<file path="src/rtl/cache_arb_pkg.sv">
// Shared types and default widths for the L1-to-adaptor cache arbiter.
package cache_arb_pkg;

    localparam int unsigned ADDR_W_DEF = 32;
    localparam int unsigned LINE_W_DEF = 256;

    typedef enum logic [1:0] {IDLE, BUSY_I, BUSY_D, RECOVER} arb_state_t;
    typedef enum logic {OWN_I, OWN_D} owner_t;
    typedef enum logic {OP_READ, OP_WRITE} op_t;

endpackage

</file>
<file path="src/rtl/cache_arbiter_if.sv">
// Bundle of I-cache, D-cache and cacheline-adaptor signals around the arbiter.
interface cache_arbiter_if
    import cache_arb_pkg::*;
#(
    parameter int unsigned ADDR_W = ADDR_W_DEF,
    parameter int unsigned LINE_W = LINE_W_DEF
);
    logic              i_read;
    logic [ADDR_W-1:0] i_address;
    logic [LINE_W-1:0] i_line;
    logic              i_resp;

    logic              d_read;
    logic              d_write;
    logic [ADDR_W-1:0] d_address;
    logic [LINE_W-1:0] d_wline;
    logic [LINE_W-1:0] d_line;
    logic              d_resp;

    logic              mem_read;
    logic              mem_write;
    logic [ADDR_W-1:0] mem_address;
    logic [LINE_W-1:0] mem_wline;
    logic [LINE_W-1:0] mem_rline;
    logic              mem_resp;

    // Arbiter side.
    modport slave (
        input  i_read, i_address, d_read, d_write, d_address, d_wline, mem_rline, mem_resp,
        output i_line, i_resp, d_line, d_resp, mem_read, mem_write, mem_address, mem_wline
    );

    // Caches and adaptor side.
    modport master (
        output i_read, i_address, d_read, d_write, d_address, d_wline, mem_rline, mem_resp,
        input  i_line, i_resp, d_line, d_resp, mem_read, mem_write, mem_address, mem_wline
    );

endinterface

</file>
<file path="src/rtl/cache_arbiter_arb_grant.sv">
// Owner selection between I and D requests.
// CACHE_ARB_RR_EN selects round-robin on contention; default is fixed D-over-I.
module arb_grant
    import cache_arb_pkg::*;
(
    input  logic   i_req,
    input  logic   d_req,
    input  owner_t last_owner,
    output owner_t owner
);

`ifdef CACHE_ARB_RR_EN
    always_comb begin
        owner = OWN_I;
        if (i_req && d_req) begin
            owner = (last_owner == OWN_I) ? OWN_D : OWN_I;
        end else if (d_req) begin
            owner = OWN_D;
        end
    end
`else
    logic unused_last_owner;
    assign unused_last_owner = last_owner;

    always_comb begin
        owner = OWN_I;
        if (d_req) begin
            owner = OWN_D;
        end
    end
`endif

endmodule

</file>
<file path="src/rtl/cache_arbiter.sv">
// Shares one cacheline adaptor between the L1 I-cache and D-cache, one owner at a time.
// Contention policy is set by CACHE_ARB_RR_EN (see arb_grant).
module cache_arbiter
    import cache_arb_pkg::*;
#(
    parameter int unsigned ADDR_W = ADDR_W_DEF,
    parameter int unsigned LINE_W = LINE_W_DEF
) (
    input logic            clk,
    input logic            reset_n,
    cache_arbiter_if.slave bus
);

    arb_state_t        state_q;
    owner_t            last_owner_q;
    logic              mem_read_q;
    logic              mem_write_q;
    logic [ADDR_W-1:0] mem_address_q;
    logic [LINE_W-1:0] mem_wline_q;

    logic   d_req;
    op_t    d_op;
    owner_t grant;

    assign d_req = bus.d_read | bus.d_write;
    assign d_op  = bus.d_write ? OP_WRITE : OP_READ;

    arb_grant u_grant (
        .i_req      (bus.i_read),
        .d_req      (d_req),
        .last_owner (last_owner_q),
        .owner      (grant)
    );

    always_ff @(posedge clk or negedge reset_n) begin
        if (!reset_n) begin
            state_q       <= IDLE;
            last_owner_q  <= OWN_I;
            mem_read_q    <= 1'b0;
            mem_write_q   <= 1'b0;
            mem_address_q <= '0;
            mem_wline_q   <= '0;
        end else begin
            unique case (state_q)
                IDLE: begin
                    if (bus.i_read || d_req) begin
                        last_owner_q <= grant;
                        if (grant == OWN_D) begin
                            state_q       <= BUSY_D;
                            mem_address_q <= bus.d_address;
                            mem_read_q    <= (d_op == OP_READ);
                            mem_write_q   <= (d_op == OP_WRITE);
                            mem_wline_q   <= (d_op == OP_WRITE) ? bus.d_wline : '0;
                        end else begin
                            state_q       <= BUSY_I;
                            mem_address_q <= bus.i_address;
                            mem_read_q    <= 1'b1;
                            mem_write_q   <= 1'b0;
                            mem_wline_q   <= '0;
                        end
                    end
                end
                BUSY_I, BUSY_D: begin
                    if (bus.mem_resp) begin
                        state_q     <= RECOVER;
                        mem_read_q  <= 1'b0;
                        mem_write_q <= 1'b0;
                    end
                end
                RECOVER: state_q <= IDLE;
                default: state_q <= IDLE;
            endcase
        end
    end

    assign bus.mem_read    = mem_read_q;
    assign bus.mem_write   = mem_write_q;
    assign bus.mem_address = mem_address_q;
    assign bus.mem_wline   = mem_wline_q;

    // Response is passed straight through, but only to the current owner.
    always_comb begin
        bus.i_resp = (state_q == BUSY_I) && bus.mem_resp;
        bus.d_resp = (state_q == BUSY_D) && bus.mem_resp;
        bus.i_line = bus.i_resp ? bus.mem_rline : '0;
        bus.d_line = bus.d_resp ? bus.mem_rline : '0;
    end

endmodule
</file>
<file path="src/flat_wrapper.sv">
// flat-port wrapper written by rule: the top's interface ports become plain ports
module cache_arbiter_flat import cache_arb_pkg::*;
#(
    parameter int unsigned ADDR_W = ADDR_W_DEF,
    parameter int unsigned LINE_W = LINE_W_DEF
)
  (clk, reset_n, bus_i_read, bus_i_address, bus_d_read, bus_d_write, bus_d_address, bus_d_wline, bus_mem_rline, bus_mem_resp, bus_i_line, bus_i_resp, bus_d_line, bus_d_resp, bus_mem_read, bus_mem_write, bus_mem_address, bus_mem_wline);
  cache_arbiter_if #(.ADDR_W(ADDR_W), .LINE_W(LINE_W)) bus_i ();
  input logic clk;
  input logic reset_n;
  input wire logic [$bits(bus_i.i_read)-1:0] bus_i_read;
  input wire logic [$bits(bus_i.i_address)-1:0] bus_i_address;
  input wire logic [$bits(bus_i.d_read)-1:0] bus_d_read;
  input wire logic [$bits(bus_i.d_write)-1:0] bus_d_write;
  input wire logic [$bits(bus_i.d_address)-1:0] bus_d_address;
  input wire logic [$bits(bus_i.d_wline)-1:0] bus_d_wline;
  input wire logic [$bits(bus_i.mem_rline)-1:0] bus_mem_rline;
  input wire logic [$bits(bus_i.mem_resp)-1:0] bus_mem_resp;
  output wire logic [$bits(bus_i.i_line)-1:0] bus_i_line;
  output wire logic [$bits(bus_i.i_resp)-1:0] bus_i_resp;
  output wire logic [$bits(bus_i.d_line)-1:0] bus_d_line;
  output wire logic [$bits(bus_i.d_resp)-1:0] bus_d_resp;
  output wire logic [$bits(bus_i.mem_read)-1:0] bus_mem_read;
  output wire logic [$bits(bus_i.mem_write)-1:0] bus_mem_write;
  output wire logic [$bits(bus_i.mem_address)-1:0] bus_mem_address;
  output wire logic [$bits(bus_i.mem_wline)-1:0] bus_mem_wline;
  assign bus_i.i_read = bus_i_read;
  assign bus_i.i_address = bus_i_address;
  assign bus_i.d_read = bus_d_read;
  assign bus_i.d_write = bus_d_write;
  assign bus_i.d_address = bus_d_address;
  assign bus_i.d_wline = bus_d_wline;
  assign bus_i.mem_rline = bus_mem_rline;
  assign bus_i.mem_resp = bus_mem_resp;
  assign bus_i_line = bus_i.i_line;
  assign bus_i_resp = bus_i.i_resp;
  assign bus_d_line = bus_i.d_line;
  assign bus_d_resp = bus_i.d_resp;
  assign bus_mem_read = bus_i.mem_read;
  assign bus_mem_write = bus_i.mem_write;
  assign bus_mem_address = bus_i.mem_address;
  assign bus_mem_wline = bus_i.mem_wline;
  cache_arbiter #(.ADDR_W(ADDR_W), .LINE_W(LINE_W)) u_core (.clk(clk), .reset_n(reset_n), .bus(bus_i));
endmodule
</file>
<file path="config.mk">
export PLATFORM = sky130hd
export DESIGN_NAME = cache_arbiter_flat
export DESIGN_NICKNAME = d
export VERILOG_FILES = /design/src/rtl/cache_arb_pkg.sv /design/src/rtl/cache_arbiter_if.sv /design/src/rtl/cache_arbiter_arb_grant.sv /design/src/rtl/cache_arbiter.sv /design/src/flat_wrapper.sv
export SDC_FILE = /design/constraint.sdc
export NUM_CORES = 1
export LEC_CHECK = 0
export BUFFER_PORTS_ARGS = -buffer_cell sky130_fd_sc_hd__buf_4
export CAP_MARGIN = 15
export CORE_AREA = 2 2 545 547
export DETAILED_ROUTE_END_ITERATION = 8
export DIE_AREA = 0 0 547 549
export HOLD_SLACK_MARGIN = 0.02
export PLACE_DENSITY = 0.3
export SYNTH_ARGS = -nofsm -noshare
export SYNTH_HDL_FRONTEND = slang
export SYNTH_HIERARCHICAL = 1
export SYNTH_SLANG_ARGS = --single-unit
export TNS_END_PERCENT = 10
</file>
<file path="constraint.sdc">
create_clock -name clk -period 2.9 [get_ports clk]
set_input_delay 0.58 -clock clk [delete_from_list [all_inputs] [get_ports clk]]
set_output_delay 0.58 -clock clk [all_outputs]
set_load 0.01 [all_outputs]
</file>
# Word-level counts from Yosys, hierarchy flattened
# Index checks and enable logic that the tools add are counted.
[word_totals] regBits=292 in_bits=582 output_inout_bits=804 wordCells=39
[classes] n_eq_ne=5 mux=18 n_bitwise=2 reduce_logical=9
[ops] cell="256-bit 2-to-1 mux" count=4
[ops] cell="32-bit 2-to-1 mux" count=1
[ops] cell="1-bit 2-to-1 mux" count=7
[ops] cell="2-bit 2-to-1 mux" count=3
[ops] cell="2-bit case mux with 3 select lines" count=1
[ops] cell="2-bit == test, second input constant" count=2
[ops] cell="1-bit case mux with 2 select lines" count=2
[ops] cell="2-bit AND reduction" count=2
[ops] cell="3-bit AND reduction" count=1
[ops] cell="2-bit by 1-bit == test with 1-bit output, second input constant" count=1
[ops] cell="1-bit logical AND" count=2
[ops] cell="2-bit logical NOT" count=1
[ops] cell="2-bit by 1-bit != test with 1-bit output, second input constant" count=1
[ops] cell="2-bit != test, second input constant" count=1
[ops] cell="2-bit nonzero test" count=1
[ops] cell="2-bit OR reduction" count=1
[ops] cell="1-bit logical OR" count=1
[ops] cell="1-bit inverter" count=1
[ops] cell="1-bit bitwise OR" count=1

# Logic depth before layout (Yosys ltp)
[depth] word_depth=5 mapped_depth=9 ltp_nobuf=5

# By module
# The synthesis kept the hierarchy.
[modules_own_cells] module="cache_arbiter" instances=1 cells_each=1906 area_per_inst_um2=15493.6 seq_area_each_um2=7332.0
[modules_own_cells] module="arb_grant" instances=1 cells_each=1 area_per_inst_um2=7.5 seq_area_each_um2=0.0

# Least setup slack after synthesis
# OpenSTA, ideal clock, no wires.
[synth_timing] kind="input to output" startpoint="in bus_mem_resp" endpoint="out bus_d_line[0]" arrival_ns=1.528 required_time_ns=2.320 setup_slack_ns=0.792 path_stages=4 n_path_buf=3 cell_sequence="clkbuf_1 > clkbuf_1 > clkbuf_1 > and3_1"
[synth_via] elab_chain_len=2
[synth_rtl] item="start: declaration" line_no="flat_wrapper.sv:18" rtl="input wire logic [$bits(bus_i.mem_resp)-1:0] bus_mem_resp;"
[synth_rtl] item="1-bit logical AND" line_no="cache_arbiter.sv:84" rtl="bus.d_resp = (state_q == BUSY_D) && bus.mem_resp;"
[synth_rtl] item="256-bit 2-to-1 mux" line_no="cache_arbiter.sv:86" rtl="bus.d_line = bus.d_resp ? bus.mem_rline : '0;"
[synth_rtl] item="end: declaration" line_no="flat_wrapper.sv:21" rtl="output wire logic [$bits(bus_i.d_line)-1:0] bus_d_line;"
# No other way between the ends.

# Worst setup path in the final report
[layout_timing] startpoint="reg u_core.state_q[0]" endpoint="out bus_d_line[60]"
[layout_via] elab_chain_len=3
[layout_rtl] item="start: declaration" line_no="cache_arbiter.sv:14" rtl="arb_state_t state_q;"
[layout_rtl] item="start signal: assignment" line_no="cache_arbiter.sv:37" rtl="state_q <= IDLE;"
[layout_rtl] item="start signal: assignment" line_no="cache_arbiter.sv:49" rtl="state_q <= BUSY_D;"
[layout_rtl] item="start signal: assignment" line_no="cache_arbiter.sv:55" rtl="state_q <= BUSY_I;"
[layout_rtl] item="2-bit == test" line_no="cache_arbiter.sv:84"
[layout_rtl] item="1-bit logical AND" line_no="cache_arbiter.sv:84"
[layout_rtl] item="256-bit 2-to-1 mux" line_no="cache_arbiter.sv:86"
# No other way between the ends.

==> metrics.md <==
| Metric | Value |
|---|---|
| Syn Area/Cell | around 8.1 um^2 |
| Via density | 2.89 |
| Final hold slack | about 0.16 ns |
| Fmax | 0.352 GHz |
| Share of cells above drive strength 1 | 47.7% |
| Vias in the first global route | 20564 |
| Initial antenna violation count | 201 |
| Clk_lat worst skew | 0.66 ns |
| Syn Inst Count | 1905 |
| Worst R2R Setup Slack | 0.71 ns |
| WL per Instance | 33.9 um |
| Post-Syn Area | between 0.015 and 0.02 mm^2 |
| Leakage | 16.7 nW |
| Final min period | 2.84 ns |
| Arr. time, crit path | 2.26 ns |
| Die X | around 550 um |
| TritonCTS Buffers | 44 |
| Filler cells | 34438 |
| Max Cap Viol | 0 |
| DRC violation count after routing | 0 |
| Hold depth | 3 |
| First-pass GRT wire length | around 300000 um |
| DP Area | 0.0306 mm^2 |
| I/O Buffers | about 1400 |
| Area grow syn2layout | 110% |
| Clock slew at reported path FFs | 0.06 ns |
| Setup TNS | 0 ns |
| Final nets | about 3800 |
| Reg-to-Reg End | u_core/bus.mem_address[14] |
| Core area | slightly below 0.3 mm^2 |
| CP Max Fanout | 87 |
| Drt first-iter violations | around 1300 |
| Syn nets | 2491 |
| RSZ-0062 raised after global routing | true |
| PD cells | 808 mW/mm^2 |
| Clk buf depth | 3 |
| Row Count | 200 |
| Post-Route WL | 245000 um |
| CP Launch Type | flop |
| Maximum vdd ir drop | roughly 0.46 mV |
| # IOs | 1386 |
| DRT Pass-1 Iters | 6 |
| HP Start | bus_d_wline[69] |
| Height of the die | about 550 um |
| Status | finished clean |
| Final ANT Viol Nets | 0 |
| Gr ovfl total | 0 |
| Final setup viols | 0 |
| GP Congestion | slightly above 0.9 |
| Crit end category | output port |
| Ys Warns | 6 |
| CP Data Required Time | 2.32 ns |
| Post-DP HPWL | roughly 220000 um |
| Worst reg2reg path startpoint | u_core/state_q[1] |
| Hold path endpoint | u_core/bus.mem_wline[69] |
| HP Class | in -> reg |
| Layout Skew | 0.0209 ns |
| Hold Vio Cnt, Final | 0 |
| Vias | 20803 |
| H-tree depth | 2 |
| Max Slew Vio Count | 0 |
| Largest net degree at the start of global routing | 182 |
| Final instance area | 0.0325 mm^2 |
| CTS Root Cell | clkbuf_16 |
| Final design utilization | 11.0% |
| Die area | 0.300 mm^2 |
| CTS tree | yes |
| Final non-filler cell total | 7204 |
| Slew Limit Headroom | approximately 35% |
| FF-to-FF path depth | 6 |
| Sink Count | between 200 and 300 |
| Worst slew pin tran | 0.980 ns |
| CP Class | reg -> out |
| Starting density of the core | 5.24% |
| Final worst-path cycle share | 97.9% |
| Placed instance count | a little over 7000 |
| Total track usage | 15.6% |
-- state kept, by name (all words and copies together) (netlist names) --
register                cells
u_core/bus.mem_wline      256
u_core/bus.mem_read         1
u_core/bus.mem_write        1
u_core/state_q              2
u_core/bus.mem_address     32
-- metrics by stage --
step	worst slack, ns	power (W)
finish	0.0612	0.0263
global route	-0.0353	0.0281
CTS	-0.00272	0.0270
detailed placement	0.263	0.0203
global placement	0.276	0.0203
floorplan	0.792	0.0109
-- layout by cell type (no fill, tap or decap), drive strengths merged, types with 2 or more instances in the layout --
cell,n
and3,512
ha,4
inv,3
and2,3
mux2i,36
dfrtp,292
diode,46
o21ai,290
clkinv,12
bufinv,8
buf,1445
nand2,545
clkinvlp,2
clkbuf,56
-- report_power, final --
group          internal (W)  switching, W  leakage, nW
logic               0.00516       0.00887         12.1
registers           0.00537      0.000754         3.84
clock network       0.00367       0.00248        0.771
-- area by class of cell --
class                           count  area, um^2  share of cell area, %
Antenna cell                       46         115                  0.354
Multi-Input combinational cell   1399        7270                   22.3
Tap cell                         3939        4930                   15.1
Sequential cell                   292        7310                   22.5
Inverter                            3        11.3                 0.0346
Timing Repair Buffer             1448       11300                   34.8
Clock buffer                       55        1200                   3.70
Clock inverter                     22         392                   1.20
-- critical path, stage by stage, from the launching register on --
cell,delay [ns]
dfrtp_1,0.41
inv_2,0.12
ha_4,0.23
buf_16,0.28
and3_1,0.25
buf_4,0.22
-- timing repair --
item / CTS / global route
hold endpoints to repair: 49 / 0
setup buffers: 3 / 0
hold buffers: 1 / 0
cloned: 2 / 1
pin swaps: 2 / 1
gates resized for setup: 9 / 13
endpoints found under the setup margin: 244 / 91
-- how the worst max path moves through the flow --
| stage | start | end | slack (ns) | cells after the start |
|---|---|---|---|---|
| floorplan | bus_mem_resp | bus_d_line[0] | 0.79 | 4 |
| global placement | bus_mem_resp | bus_i_line[114] | 0.28 | 4 |
| detailed placement | bus_mem_resp | bus_i_line[114] | 0.26 | 4 |
| global route | u_core/state_q[0] | bus_d_line[217] | -0.04 | 6 |
| finish | u_core/state_q[0] | bus_d_line[60] | 0.06 | 5 |
| CTS | u_core/state_q[1] | bus_i_line[15] | -0.003 | 6 |
-- layer usage --
metal / vias up / routed length, um / global-route usage (%)
li1: 9078 / - / -
met1: 10022 / 102000 / 19.5
met2: 1360 / 106000 / 24.2
met3: 317 / 30000 / 7.50
met4: 26 / 6160 / 2.92
met5: - / 182 / 0
(Power assumes the default switching activity.)
